<file path="config.mk">
export PLATFORM = sky130hd
export DESIGN_NAME = ex_div_unit_flat
export DESIGN_NICKNAME = d
export VERILOG_FILES = /design/src/rtl/ex_div_unit_if.sv /design/src/rtl/ex_div_unit.sv /design/src/flat_wrapper.sv
export SDC_FILE = /design/constraint.sdc
export NUM_CORES = 1
export LEC_CHECK = 0
export ABC_AREA = 1
export CORE_UTILIZATION = 33
export DETAILED_ROUTE_END_ITERATION = 8
export PLACE_DENSITY_LB_ADDON = 0.25
export RECOVER_POWER = 25
export SLEW_MARGIN = 20
export SYNTH_ARGS = -nofsm -noshare
export SYNTH_HDL_FRONTEND = slang
export SYNTH_SLANG_ARGS = --single-unit
</file>
<file path="constraint.sdc">
create_clock -name clk -period 5.2 [get_ports clk]
set_input_delay 0.52 -clock clk [delete_from_list [all_inputs] [get_ports clk]]
set_output_delay 0.52 -clock clk [all_outputs]
set_load 0.02 [all_outputs]
</file>
<file path="src/rtl/ex_div_unit_if.sv">
// Divider handshake bundle between the EX stage (master) and ex_div_unit (slave).
// Carries the operands and control inputs, plus the stall/result signals coming back.
interface ex_div_unit_if #(
  parameter int DATA_W = 32
);
  logic              flush;
  logic              start;
  logic              signed_div;
  logic [DATA_W-1:0] dividend;
  logic [DATA_W-1:0] divisor;
  logic              stall_req;
  logic              result_ready;
  logic [DATA_W-1:0] quotient;
  logic [DATA_W-1:0] remainder;

  modport master (
    output flush, start, signed_div, dividend, divisor,
    input  stall_req, result_ready, quotient, remainder
  );

  modport slave (
    input  flush, start, signed_div, dividend, divisor,
    output stall_req, result_ready, quotient, remainder
  );
endinterface

</file>
<file path="src/rtl/ex_div_unit.sv">
// Iterative radix-2 restoring divider for DIV/DIVU in EX; stalls the pipeline while busy.
// Optional macro DIV_EARLY_OUT_EN: shortcut to DONE when |dividend| < |divisor|.
module ex_div_unit #(
  parameter int DATA_W = 32
) (
  input  logic         clk,
  input  logic         rst,
  ex_div_unit_if.slave div_bus
);

  localparam int CNT_W = $clog2(DATA_W);

  typedef enum logic [2:0] {
    IDLE,
    DIVZERO,
    BUSY,
    DONE,
    SHORTCUT
  } state_t;

  state_t state_reg, state_next;

  logic [CNT_W-1:0]  cnt_reg;
  logic [DATA_W-1:0] dvd_reg;        // dividend magnitude, consumed MSB first
  logic [DATA_W-1:0] dvs_reg;        // divisor magnitude
  logic [DATA_W-1:0] rem_reg;        // partial remainder
  logic [DATA_W-1:0] q_reg;          // quotient bits collected so far
  logic [DATA_W-1:0] raw_dvd_reg;    // untouched dividend for the zero/shortcut results
  logic              q_neg_reg;
  logic              r_neg_reg;
  logic [DATA_W-1:0] quotient_reg;
  logic [DATA_W-1:0] remainder_reg;

  logic              stall_req_c;
  logic              result_ready_c;

  logic              dvd_neg, dvs_neg;
  logic [DATA_W-1:0] dvd_mag, dvs_mag;
  logic              accept;
  logic              early_out;
  logic              last_iter;
  logic [DATA_W:0]   shifted;
  logic [DATA_W:0]   trial;
  logic              trial_ok;
  logic [DATA_W-1:0] rem_step;
  logic [DATA_W-1:0] q_step;

  assign dvd_neg = div_bus.signed_div & div_bus.dividend[DATA_W-1];
  assign dvs_neg = div_bus.signed_div & div_bus.divisor[DATA_W-1];
  assign dvd_mag = dvd_neg ? (~div_bus.dividend + 1'b1) : div_bus.dividend;
  assign dvs_mag = dvs_neg ? (~div_bus.divisor + 1'b1) : div_bus.divisor;

  assign accept    = (state_reg == IDLE) && div_bus.start && !div_bus.flush;
  assign last_iter = (cnt_reg == CNT_W'(DATA_W - 1));

`ifdef DIV_EARLY_OUT_EN
  assign early_out = (dvd_mag < dvs_mag);
`else
  assign early_out = 1'b0;
`endif

  // One restoring step: the extra top bit of the trial tells whether the subtraction went negative.
  assign shifted  = {rem_reg, dvd_reg[DATA_W-1]};
  assign trial    = shifted - {1'b0, dvs_reg};
  assign trial_ok = ~trial[DATA_W];
  assign rem_step = trial_ok ? trial[DATA_W-1:0] : shifted[DATA_W-1:0];
  assign q_step   = {q_reg[DATA_W-2:0], trial_ok};

  always_ff @(posedge clk) begin
    if (rst) begin
      state_reg <= IDLE;
    end else begin
      state_reg <= state_next;
    end
  end

  always_comb begin
    state_next     = state_reg;
    stall_req_c    = 1'b0;
    result_ready_c = 1'b0;
    case (state_reg)
      IDLE: begin
        if (div_bus.start && !div_bus.flush) begin
          stall_req_c = 1'b1;
          if (div_bus.divisor == '0) begin
            state_next = DIVZERO;
          end else if (early_out) begin
            state_next = SHORTCUT;
          end else begin
            state_next = BUSY;
          end
        end
      end
      DIVZERO, SHORTCUT: begin
        stall_req_c = 1'b1;
        state_next  = DONE;
      end
      BUSY: begin
        stall_req_c = 1'b1;
        if (last_iter) begin
          state_next = DONE;
        end
      end
      DONE: begin
        result_ready_c = 1'b1;
        state_next     = IDLE;
      end
      default: begin
        state_next = IDLE;
      end
    endcase
    // The DONE pulse still goes out on a flush; only the next state is overridden.
    if (div_bus.flush) begin
      state_next = IDLE;
    end
  end

  always_ff @(posedge clk) begin
    if (rst) begin
      cnt_reg       <= '0;
      dvd_reg       <= '0;
      dvs_reg       <= '0;
      rem_reg       <= '0;
      q_reg         <= '0;
      raw_dvd_reg   <= '0;
      q_neg_reg     <= 1'b0;
      r_neg_reg     <= 1'b0;
      quotient_reg  <= '0;
      remainder_reg <= '0;
    end else if (accept) begin
      cnt_reg     <= '0;
      dvd_reg     <= dvd_mag;
      dvs_reg     <= dvs_mag;
      rem_reg     <= '0;
      q_reg       <= '0;
      raw_dvd_reg <= div_bus.dividend;
      q_neg_reg   <= dvd_neg ^ dvs_neg;
      r_neg_reg   <= dvd_neg;
    end else if (!div_bus.flush) begin
      case (state_reg)
        BUSY: begin
          cnt_reg <= cnt_reg + 1'b1;
          dvd_reg <= {dvd_reg[DATA_W-2:0], 1'b0};
          rem_reg <= rem_step;
          q_reg   <= q_step;
          if (last_iter) begin
            // Sign fix-up wraps modulo 2^DATA_W, so MIN / -1 yields MIN with remainder 0.
            quotient_reg  <= q_neg_reg ? (~q_step + 1'b1) : q_step;
            remainder_reg <= r_neg_reg ? (~rem_step + 1'b1) : rem_step;
          end
        end
        DIVZERO: begin
          quotient_reg  <= '1;
          remainder_reg <= raw_dvd_reg;
        end
        SHORTCUT: begin
          quotient_reg  <= '0;
          remainder_reg <= raw_dvd_reg;
        end
        default: begin
        end
      endcase
    end
  end

  assign div_bus.stall_req    = stall_req_c;
  assign div_bus.result_ready = result_ready_c;
  assign div_bus.quotient     = quotient_reg;
  assign div_bus.remainder    = remainder_reg;

endmodule

</file>
<file path="src/flat_wrapper.sv">
// flat-port wrapper written by rule: the top's interface ports become plain ports
module ex_div_unit_flat 
#(
  parameter int DATA_W = 32
)
  (clk, rst, div_bus_flush, div_bus_start, div_bus_signed_div, div_bus_dividend, div_bus_divisor, div_bus_stall_req, div_bus_result_ready, div_bus_quotient, div_bus_remainder);
  ex_div_unit_if #(.DATA_W(DATA_W)) div_bus_i ();
  input  logic clk;
  input  logic rst;
  input wire logic [$bits(div_bus_i.flush)-1:0] div_bus_flush;
  input wire logic [$bits(div_bus_i.start)-1:0] div_bus_start;
  input wire logic [$bits(div_bus_i.signed_div)-1:0] div_bus_signed_div;
  input wire logic [$bits(div_bus_i.dividend)-1:0] div_bus_dividend;
  input wire logic [$bits(div_bus_i.divisor)-1:0] div_bus_divisor;
  output wire logic [$bits(div_bus_i.stall_req)-1:0] div_bus_stall_req;
  output wire logic [$bits(div_bus_i.result_ready)-1:0] div_bus_result_ready;
  output wire logic [$bits(div_bus_i.quotient)-1:0] div_bus_quotient;
  output wire logic [$bits(div_bus_i.remainder)-1:0] div_bus_remainder;
  assign div_bus_i.flush = div_bus_flush;
  assign div_bus_i.start = div_bus_start;
  assign div_bus_i.signed_div = div_bus_signed_div;
  assign div_bus_i.dividend = div_bus_dividend;
  assign div_bus_i.divisor = div_bus_divisor;
  assign div_bus_stall_req = div_bus_i.stall_req;
  assign div_bus_result_ready = div_bus_i.result_ready;
  assign div_bus_quotient = div_bus_i.quotient;
  assign div_bus_remainder = div_bus_i.remainder;
  ex_div_unit #(.DATA_W(DATA_W)) u_core (.clk(clk), .rst(rst), .div_bus(div_bus_i));
endmodule
</file>
==> metrics.md <==
| Metric | Value |
|---|---|
| Die X | 219 µm |
| Ys flop type | dfxtp_1 |
| Number of synthesized flops with an enable pin | 0 |
| Hold Violations, Final | 0 |
| Worst setup margin | 775 ps |
| Slew margin rel. | -32.4% |
| Gate Count Post-Synth | 2,492 |
| Layout cells sized above 1 | 5.51% |
| Filler cells | about 4,900 |
| Core Rows | 78 |
| Worst path max stage delay | 410 ps |
| Yosys top cell area share | 30.0% |
| Die Span Y | 219 µm |
| Setup TNS | 0 ps |
| H-tree levels | 1 |
| All-Layer GR Usage | 23.0% |
| PortBufs | 134 |
| Synth area leader | dfxtp_1 |
| Arr. time, crit path | roughly 5000 ps |
| Hold-fix buffer count after cts | 0 |
| Area of the multi-input gates | around 8900 µm² |
| Static Leak | around 8.9 nW |
| Req. time, crit path | 5660 ps |
| P per Cell Area | 306 nW/µm² |
| DRC viols | 0 |
| Worst-path clk slew | 60 ps |
| Maximum number of pins on one net before global-route repair | 78 |
| CTS Buf Count | 28 |
| CTS tree | yes |
| Post_cts resized | 0 |
| Worst setup EP type | flip-flop |
| Via count | 16,200 |
| Max Slew Vio Count | 46 |
| Mapped Area | 15,500 µm² |
| DR WL/cell | 17.3 µm |
| Violated checks | max-capacitance violations, max-slew violations |
| Critical path type | reg2reg |
| Area Growth Syn to Fin | 17.5% |
| Post-synthesis average cell area | 6.21 µm² |
| Mapped Nets | 2,605 |
| Clock sink count | around 230 |
| Routability Congestion | 0.945 |
| Total iterations of the first detailed-routing run | 5 |
| Ys async rst share | 0% |
| Starting density of the core | 33.8% |
| Worst Tran Pin Value | just under 2000 ps |
| Clk_lat worst skew | 580 ps |
| Post-route ant nets | 0 |
| Vias in the first global route | 15,200 |
| Most common cell on crit path | nand2_1 |
| First-pass GRT wire length | approximately 86,000 µm |
| Grt ovf | 0 |
| Fmax achieved | 226 MHz |
| Hold Crit Class | reg2reg |
| Starting DRT DRC Count | 1,219 |
| Outcome | complete, but fails checks |
| Synth cell count leaders | nand2_1 (687), inv_1 (385), dfxtp_1 (232) |
| Critical path's slowest cell | fa_1 |
| Antenna cells | 0 |
| Final setup vio count | 0 |
| RSZ-0062 raised after global routing | false |
| Dpl hpwl | about 42,000 µm |
| Core footprint | 45,800 µm² |
| Worst Path Max Fanout | 7 |
| Register area share after synthesis | a little under a third |
| Most frequent cell after synthesis | nand2_1 |
| Initial antenna violation count | 2 |
| Nets | 2,693 |
| Clock Tree Buf Depth | 3 |
| Max_cap viols | 1 |
| Final period util | a little under nine tenths |
| Root buf cell | clkbuf_16 |
| Crit path time final | 4430 ps |
| Ports | about 140 |
| CP startpoint kind | flip-flop |
| Reg2reg start | u_core.dvd_reg[31]$_SDFFE_PP0P_ |
| Largest cells by area after synthesis | dfxtp_1 (30%), nand2_1 (17%), inv_1 (9.3%), o21ai_0 (6.2%), a21oi_1 (5.3%) |
| Placement Setup Slack | 804 ps |
| Synth Warn # | 0 |
| Full die area | 47,700 µm² |
| Library cells used by synthesis | 61 |
| Register bit total from synthesis | 232 |
| Worst Skew | between 20 and 25 ps |
| Worst setup path startpoint | u_core.dvd_reg[31]$_SDFFE_PP0P_ |
| Min-delay src | u_core.raw_dvd_reg[5]$_SDFFE_PP0P_ |
| Max rail drop VDD | 0.000274 V |
| Via density | 5.07 |
| Postcts setup bufs | 0 |
| Storage element area | 4640 µm² |
| Drt total wl | around 55,000 µm |
-- final timing paths --
check / endpoint / slack [ps] / depth (start not counted)
worst max-delay path: u_core.div_bus.quotient[30]$_SDFFE_PP0P_ / 770 / 29
worst max register to register: u_core.div_bus.quotient[30]$_SDFFE_PP0P_ / 770 / 29
worst min-delay path: u_core.raw_dvd_reg[5]$_SDFFE_PP0P_ / 450 / 2
worst min register to register: u_core.raw_dvd_reg[5]$_SDFFE_PP0P_ / 450 / 2
-- cell usage in the layout, fill, tap and decap left out, drive strengths merged, types with 26 or more instances in the layout --
cell | Yosys | final
a21oi | 166 | 166
a31oi | 26 | 26
clkbuf | 86 | 43
clkdlybuf4s50 | 0 | 68
dfxtp | 232 | 232
dlygate4sd3 | 0 | 65
ha | 43 | 43
inv | 391 | 394
nand2 | 716 | 716
nand3 | 145 | 145
nand4 | 28 | 28
nor2 | 208 | 208
nor3 | 38 | 38
o211ai | 34 | 34
o21ai | 206 | 206
xor2 | 28 | 28
-- metrics by stage --
stage / cells / power [mW] / util, % / area [µm²] / hold WS, ps
floorplan: 2492 / 3.18 / - / 15500 / 427
global placement: 3150 / 3.69 / 37.8 / 17300 / 441
detailed placement: 3150 / 3.70 / 37.8 / 17300 / 442
CTS: 3197 / 5.60 / 39.8 / 18200 / 451
global route: 3197 / 5.89 / 39.7 / 18200 / 482
finish: 3197 / 5.56 / 39.7 / 18200 / 450
-- worst max-delay path, delay by kind of cell, from the launching register on --
family | cells | cell delay [ps]
AND/OR/NAND/NOR | 18 | 2110
XOR/XNOR | 1 | 170
AO/OA/AOI/OAI | 4 | 660
flip-flops | 1 | 330
buffers and inverters | 3 | 210
adder cells (fa/ha/maj) | 3 | 800
-- per-layer routing --
metal  track usage [%]  share of wire [%]
met1              30.9                 45
met2              36.7                 44
met3              3.51                6.1
met4              8.93                4.1
met5                 0              0.024
-- final cells by class --
| type | instances | area share, % |
|---|---|---|
| Clock inverter | 7 | 0.372 |
| Inverter | 396 | 8.18 |
| Tap cell | 600 | 4.13 |
| Clock buffer | 40 | 4.43 |
| Sequential cell | 232 | 25.6 |
| Timing Repair Buffer | 161 | 8.41 |
| Multi-Input combinational cell | 1761 | 48.9 |
-- power by group --
| part | internal, mW | leakage, nW | switching (mW) |
|---|---|---|---|
| Clock | 1.07 | 0.431 | 0.812 |
| Combinational | 0.544 | 6.55 | 1.27 |
| Sequential | 1.84 | 1.88 | 0.0254 |
| Total | 3.45 | 8.87 | 2.11 |
-- cells by family after synthesis --
| logic type | after synthesis | share of synthesized area, % |
|---|---|---|
| fa+ha+maj | 44 | 3.61 |
| buf+inv | 499 | 12.6 |
| simple gates | 1169 | 32.7 |
| flops | 232 | 30.0 |
| xor+xnor | 43 | 2.43 |
| compound gates | 505 | 18.7 |
Note: power is estimated with default switching activity, not from simulation.
